## config.mk

```make
export PLATFORM = sky130hd
export DESIGN_NAME = piso_shift_tx
export DESIGN_NICKNAME = d
export VERILOG_FILES = /design/src/rtl/piso_shift_tx.sv
export SDC_FILE = /design/constraint.sdc
export NUM_CORES = 1
export LEC_CHECK = 0
export CAP_MARGIN = 10
export CORE_UTILIZATION = 48
export DETAILED_ROUTE_END_ITERATION = 10
export GPL_TIMING_DRIVEN = 0
export HOLD_SLACK_MARGIN = 0.05
export PLACE_DENSITY = 0.76
export SYNTH_ARGS = -nofsm -noshare
export SYNTH_HDL_FRONTEND = slang
export SYNTH_SLANG_ARGS = --single-unit
```

## constraint.sdc

```tcl
create_clock -name clk -period 1.9 [get_ports clk]
set_input_delay 0.19 -clock clk [delete_from_list [all_inputs] [get_ports clk]]
set_output_delay 0.19 -clock clk [all_outputs]
set_load 0.05 [all_outputs]
```

## src/rtl/piso_shift_tx.sv

```systemverilog
// Parallel-in/serial-out transmitter: takes a WIDTH-bit word over valid/ready and sends it one bit per clock.
// Define PISO_PARITY_EN to append an even-parity bit (^din) after the last data bit.
module piso_shift_tx #(
    parameter int WIDTH     = 8,
    parameter bit MSB_FIRST = 1'b1
) (
    input  logic             clk,
    input  logic             rst_n,
    input  logic [WIDTH-1:0] din,
    input  logic             load_valid,
    output logic             load_ready,
    output logic             sout,
    output logic             sout_bar,
    output logic             frame,
    output logic             busy,
    output logic             done
);

`ifdef PISO_PARITY_EN
    localparam int N = WIDTH + 1;
`else
    localparam int N = WIDTH;
`endif
    localparam int CW = $clog2(N + 1);

    typedef enum logic {
        IDLE  = 1'b0,
        SHIFT = 1'b1
    } state_t;

    state_t           state_reg;
    logic [N-1:0]     shift_reg;
    logic [CW-1:0]    cnt_reg;
    logic             sout_reg;
    logic             sout_bar_reg;
    logic             ready_reg;
    logic             frame_reg;
    logic             busy_reg;
    logic             done_reg;

    // ordered[k] is the k-th bit to appear on the wire, so the shifter
    // always drains from bit 0 regardless of the configured bit order.
    logic [WIDTH-1:0] ordered;
    logic [N-1:0]     seq_word;

    for (genvar gi = 0; gi < WIDTH; gi++) begin : g_order
        if (MSB_FIRST) begin : g_msb
            assign ordered[gi] = din[WIDTH-1-gi];
        end else begin : g_lsb
            assign ordered[gi] = din[gi];
        end
    end

`ifdef PISO_PARITY_EN
    assign seq_word = {^din, ordered};
`else
    assign seq_word = ordered;
`endif

    always_ff @(posedge clk) begin
        if (!rst_n) begin
            state_reg    <= IDLE;
            shift_reg    <= '0;
            cnt_reg      <= '0;
            sout_reg     <= 1'b0;
            sout_bar_reg <= 1'b1;
            ready_reg    <= 1'b1;
            frame_reg    <= 1'b0;
            busy_reg     <= 1'b0;
            done_reg     <= 1'b0;
        end else begin
            case (state_reg)
                IDLE: begin
                    done_reg <= 1'b0;
                    if (load_valid) begin
                        // First bit goes straight to sout; the rest wait in the shifter.
                        state_reg    <= SHIFT;
                        shift_reg    <= seq_word >> 1;
                        cnt_reg      <= '0;
                        sout_reg     <= seq_word[0];
                        sout_bar_reg <= ~seq_word[0];
                        ready_reg    <= 1'b0;
                        frame_reg    <= 1'b1;
                        busy_reg     <= 1'b1;
                    end
                end
                SHIFT: begin
                    if (cnt_reg == CW'(N - 1)) begin
                        state_reg    <= IDLE;
                        cnt_reg      <= '0;
                        sout_reg     <= 1'b0;
                        sout_bar_reg <= 1'b1;
                        ready_reg    <= 1'b1;
                        frame_reg    <= 1'b0;
                        busy_reg     <= 1'b0;
                        done_reg     <= 1'b1;
                    end else begin
                        cnt_reg      <= cnt_reg + CW'(1);
                        shift_reg    <= shift_reg >> 1;
                        sout_reg     <= shift_reg[0];
                        sout_bar_reg <= ~shift_reg[0];
                    end
                end
                default: state_reg <= IDLE;
            endcase
        end
    end

    assign load_ready = ready_reg;
    assign sout       = sout_reg;
    assign sout_bar   = sout_bar_reg;
    assign frame      = frame_reg;
    assign busy       = busy_reg;
    assign done       = done_reg;

endmodule
```

==> results of run 1 <==
## synthesized netlist by cell type (all sizes together) (2+ instances only)
library cell   n
nor2           5
dfxtp         17
a21oi         10
buf            4
nand3          4
clkbuf         3
nor3b          3
nand2          5
mux2i          7
inv            3
a31oi          2
a211oi         6
## critical path, cell delays in order, from the launching register on
cell and delay [ns]:
dfxtp_1 0.37, buf_4 0.12, clkdlybuf4s50_1 0.78
## metal layers
metal	GRT usage [%]	up-vias	wire (um)
met5	0	-	0
met4	10.6	0	29
met3	2.59	4	60
met2	27.4	16	700
met1	23.6	330	732
li1	-	341	-
## worst paths after layout
kind,startpoint,end,cells after the start
worst min register to register,sout_bar,sout_bar,2
worst max-delay path,busy,frame,2
worst min-delay path,load_valid,busy,3
worst max register to register,cnt_reg[0],shift_reg[1],4
## power by group through the flow
stage | Clock [mW] | Sequential (mW) | Combinational, mW
2_1_floorplan | 0 | 0.425 | 0.0754
3_3_place_gp | 0 | 0.400 | 0.149
3_5_place_dp | 0 | 0.401 | 0.151
4_1_cts | 0.199 | 0.393 | 0.152
5_1_grt | 0.210 | 0.395 | 0.165
6_report | 0.197 | 0.393 | 0.152
## layout make-up
type	instances	area, um2
Tap cell	16	20.0
Buffer	7	36.3
Clock inverter	1	5.00
Fill cell	131	529
Inverter	3	11.3
Clock buffer	3	22.5
Timing Repair Buffer	15	150
Sequential cell	17	340
Multi-Input combinational cell	57	392
## cell families after synthesis
group	after synthesis	share of synthesized area [%]
adder cells (fa/ha/maj)	1	1.60
flip-flops	17	43.7
buffers and inverters	10	6.10
AO/OA/AOI/OAI	24	19.9
multiplexers	7	8.99
AND/OR/NAND/NOR	24	18.6
XOR/XNOR	1	1.12
## metrics by stage
stage | hold slack [ns] | power (mW) | cell area [um2] | utilization [%]
3_5_place_dp | 0.447 | 0.553 | 950 | 63.0
5_1_grt | 0.291 | 0.770 | 977 | 64.9
3_3_place_gp | 0.430 | 0.549 | 950 | 63.0
2_1_floorplan | 0.262 | 0.500 | 779 | -
4_1_cts | 0.258 | 0.745 | 977 | 64.9
6_report | 0.256 | 0.741 | 977 | 64.9
==> results.cfg, run 1 <==
[floorplanning]
fp-row-count = 14
core-area_um2 = 1510
top_level_ports = 17
die_w_um = 42.3
initial_core_util_pct = 51.7
die_h_um = 42.3
die_area_um2 = 1790

[clock_tree]
post_cts_resized = 0
postCtsHoldBufs = 0
htree_levels = 1
cts_setup_buffers = 0
clock_latency_ns = 0.29
cts_tree = done
cts_root_buf = clkbuf_4
numCtsBuffers = 3
clkSinkCount = 17
cts.reportedPaths.clkPinSlew_ns = 0.10
clockBufferDepth = 2

[yosys]
syn-mean-instance-area_um2 = 9.28
syn_inst = 84
synth_edf_count = 0
synth_top_cell_by_area = dfxtp_1
synth_area_leaders = dfxtp_1 44%, mux2i_1 9.0%, a21oi_1 6.4%
ys_types = 30
syn_area_um2 = 779
synth_top_area_share_pct = 43.7
async_flop_share_pct = 0
ys_ff_latch = 17
yosysWarnings = 0
seq_area_frac_synth_pct = 43.7
synth_ff_type = dfxtp_1
syn_nets = 96

[sta]
finalSetupViolations = 0
tightest_slew_ns = 0.575
setup_ws_ns = 0.149
clock_skew_ns = 0.00423
period_share_pct = 92.2
min_period_ns = 1.75
hold_viol_final = 0
slew_headroom_pct = 61.7
setup_tns_ns = 0
rsz0062_at_grt = no
drv_slew = 0
max_clock_freq_mhz = 571

[route]
drtIter0Drc = 10
remaining_drc_errors = 0
wl_per_cell_um = 12.8
vias = 691
drt-total-wl_um = 1520
drt.antenna.violating_nets = 0
vias_per_cell = 5.81
first_pass_iters = 4

[placed_design]
place_ws_ns = 0.315
dpl.hpwl_um = 1060
port-buffer-count = 15
gp_congestion = 0.713
dp.cells = 115

[power]
power_density_nw_per_um2 = 759
comb_power_share_pct = 20.5
p_switching_mw = 0.216
netSwitchingFraction_pct = 29.2
p_clk_share_pct = 26.5
internal_power_mw = 0.525
vdd_drop_max_uv = 489
seqPwrFrac_pct = 53.0
p_leak_nw = 0.398

[setup_path]
critPathKind = reg2out
worstPathMaxFanout = 4
cp-start-kind = flop
cp_data_arrival_time_ns = 1.56
worst_setup_path_end_kind = output port
crit_required_ns = 1.71
reg2reg_setup_slack_ns = 0.25

[cells_and_area]
area_growth_pct = 25.4
layout-drive-gt1-share_pct = 10.7
mostFrequentLayoutCells = 17 x dfxtp_1, 15 x clkdlybuf4s50_1, 10 x a21oi_1, 7 x mux2i_1, 6 x a211oi_1
fin_nets = 116
diodes = 0
largest_reg_flops = 7
fin_cells = 119
mostFrequentLayoutCell = dfxtp_1

[global_routing]
grt_max_degree = 11
grt_usage_pct = 17.8
grt_remaining_overflow = 0
antenna_found_initial = 0
grt_pass1_vias = 571
grt_first_pass_wirelength_um = 2440

[flow_run]
cap_violations = 0

[worst_hold_path]
min_path_type = in2reg

[run_status]
status = completed
Note: power is estimated with default switching activity, not from simulation.
==> inputs of run 2 (changes only) <==
--- a/config.mk
+++ b/config.mk
@@ -6,11 +6,12 @@
 export NUM_CORES = 1
 export LEC_CHECK = 0
 export CAP_MARGIN = 10
-export CORE_UTILIZATION = 48
+export CORE_UTILIZATION = 55
+export CTS_BUF_LIST = sky130_fd_sc_hd__clkbuf_8
 export DETAILED_ROUTE_END_ITERATION = 10
 export GPL_TIMING_DRIVEN = 0
 export HOLD_SLACK_MARGIN = 0.05
-export PLACE_DENSITY = 0.76
+export PLACE_DENSITY = 0.86
 export SYNTH_ARGS = -nofsm -noshare
 export SYNTH_HDL_FRONTEND = slang
 export SYNTH_SLANG_ARGS = --single-unit
==> constraint.sdc (replaced) <==
create_clock -name clk -period 2.1 [get_ports clk]
set_input_delay 0.21 -clock clk [delete_from_list [all_inputs] [get_ports clk]]
set_output_delay 0.21 -clock clk [all_outputs]
set_load 0.05 [all_outputs]
==> results.cfg, run 2 (synthesis gave the netlist of run 1 again) <==
[cells_and_area]
diodes = 0
area_growth_pct = 27.6
final_util_pct = 75.5
largest_reg_flops = 7
nFillCells = 94
fin_nets = 116
mostFrequentLayoutCells = 17 x dfxtp_1, 15 x clkdlybuf4s50_1, 10 x a21oi_1, 7 x mux2i_1, 6 x a211oi_1
fin_cells = 118
layout-drive-gt1-share_pct = 10.7
mostFrequentLayoutCell = dfxtp_1

[worst_hold_path]
whs_path_depth = 3
min_path_type = in2reg
hold_start = load_valid
hold_end = busy

[route]
wl_per_cell_um = 13.1
first_pass_iters = 4
drt-total-wl_um = 1540
drtIter0Drc = 18
remaining_drc_errors = 0
vias_per_cell = 5.77
vias = 681
drt.antenna.violating_nets = 0

[floorplanning]
initial_core_util_pct = 59.2
die_area_um2 = 1570
die_w_um = 39.6
core-area_um2 = 1320
die_h_um = 39.6
fp-row-count = 13
top_level_ports = 17

[flow_run]
cap_violations = 0

[clock_tree]
cts.reportedPaths.clkPinSlew_ns = 0.07
clock_latency_ns = 0.25
htree_levels = 1
cts_tree = done
numCtsBuffers = 3
cts_setup_buffers = 0
clockBufferDepth = 2
cts_root_buf = clkbuf_8
post_cts_resized = 0
postCtsHoldBufs = 0
clkSinkCount = 17

[sta]
rsz0062_at_grt = no
tightest_slew_ns = 0.502
min_period_ns = 1.75
max_clock_freq_mhz = 573
hold_viol_final = 0
drv_slew = 0
holdWs_ns = 0.329
setup_tns_ns = 0
slew_headroom_pct = 66.5
finalSetupViolations = 0
clock_skew_ns = 0.000950
period_share_pct = 83.1

[setup_path]
worstPathMaxFanout = 4
reg2reg_setup_slack_ns = 0.50
cpPeakStageDelay_ns = 0.79
reg2reg_depth = 4
cp_data_arrival_time_ns = 1.54
worst_setup_path_end_kind = output port
regToRegStartpoint = cnt_reg[0]
crit_required_ns = 1.89
crit_chain = buf_4 > clkdlybuf4s50_1
crit_start = busy
critPathKind = reg2out
rr_endpoint = shift_reg[4]
cp_slowest_cell = clkdlybuf4s50_1
cp-start-kind = flop

[global_routing]
grt_usage_pct = 22.7
grt_max_degree = 11
grt_remaining_overflow = 0
antenna_found_initial = 0
grt_pass1_vias = 525
grt_first_pass_wirelength_um = 2370

[placed_design]
port-buffer-count = 15
dp.cells = 114
dpl.hpwl_um = 1080
gp_congestion = 0.716

[run_status]
status = completed

[power]
p_leak_nw = 0.405
vdd_drop_max_uv = 628
power_density_nw_per_um2 = 739
## run 2: changes by cell type in the layout (fill, tap and decap cells not counted)
cell      change
clkbuf_8      +3
clkbuf_4      -3
## run 2: worst max path at each step
stage,end,slack (ns)
final,frame,0.35
after global routing,frame,0.32
after CTS,frame,0.35
after detailed placement,shift_reg[4],0.50
after global placement,shift_reg[4],0.58
after floorplan,shift_reg[0],0.76
## run 2: where the power goes
part	internal, mW	total [mW]	leakage (nW)	switching, mW
clock network	0.131	0.241	0.0255	0.110
logic	0.0607	0.137	0.239	0.0766
registers	0.344	0.356	0.140	0.0126
## run 2: worst max-delay path, delay by kind of cell, from the launching register on
kind / cells / cell delay (ns)
buffers and inverters: 2 / 0.91
DFF: 1 / 0.38
## run 2: area by class of cell
class	instances	area, um2	share of cell area, %
repair buffers	15	150	15.1
well taps	15	18.8	1.89
clock inverters	1	5.00	0.503
inverters	3	11.3	1.13
plain buffers	7	36.3	3.65
multi-input cells	57	392	39.4
clock buffers	3	41.3	4.15
flip-flops and latches	17	340	34.2
## run 2: metrics by stage
step           setup slack (ns)  instance area (um2)  total power [mW]
2_1_floorplan             0.755                  779             0.452
4_1_cts                   0.349                  995             0.735
6_report                  0.354                  995             0.735
3_3_place_gp              0.580                  948             0.496
5_1_grt                   0.324                  995             0.765
3_5_place_dp              0.505                  948             0.500
## run 2: metal layers
| metal | vias up | track usage (%) | part of all wire, % |
|---|---|---|---|
| li1 | 342 | - | - |
| met1 | 317 | 31.6 | 48 |
| met2 | 20 | 33.6 | 47 |
| met3 | 2 | 5.11 | 4.1 |
| met4 | 0 | 7.76 | 1.1 |
| met5 | - | 0 | 0 |
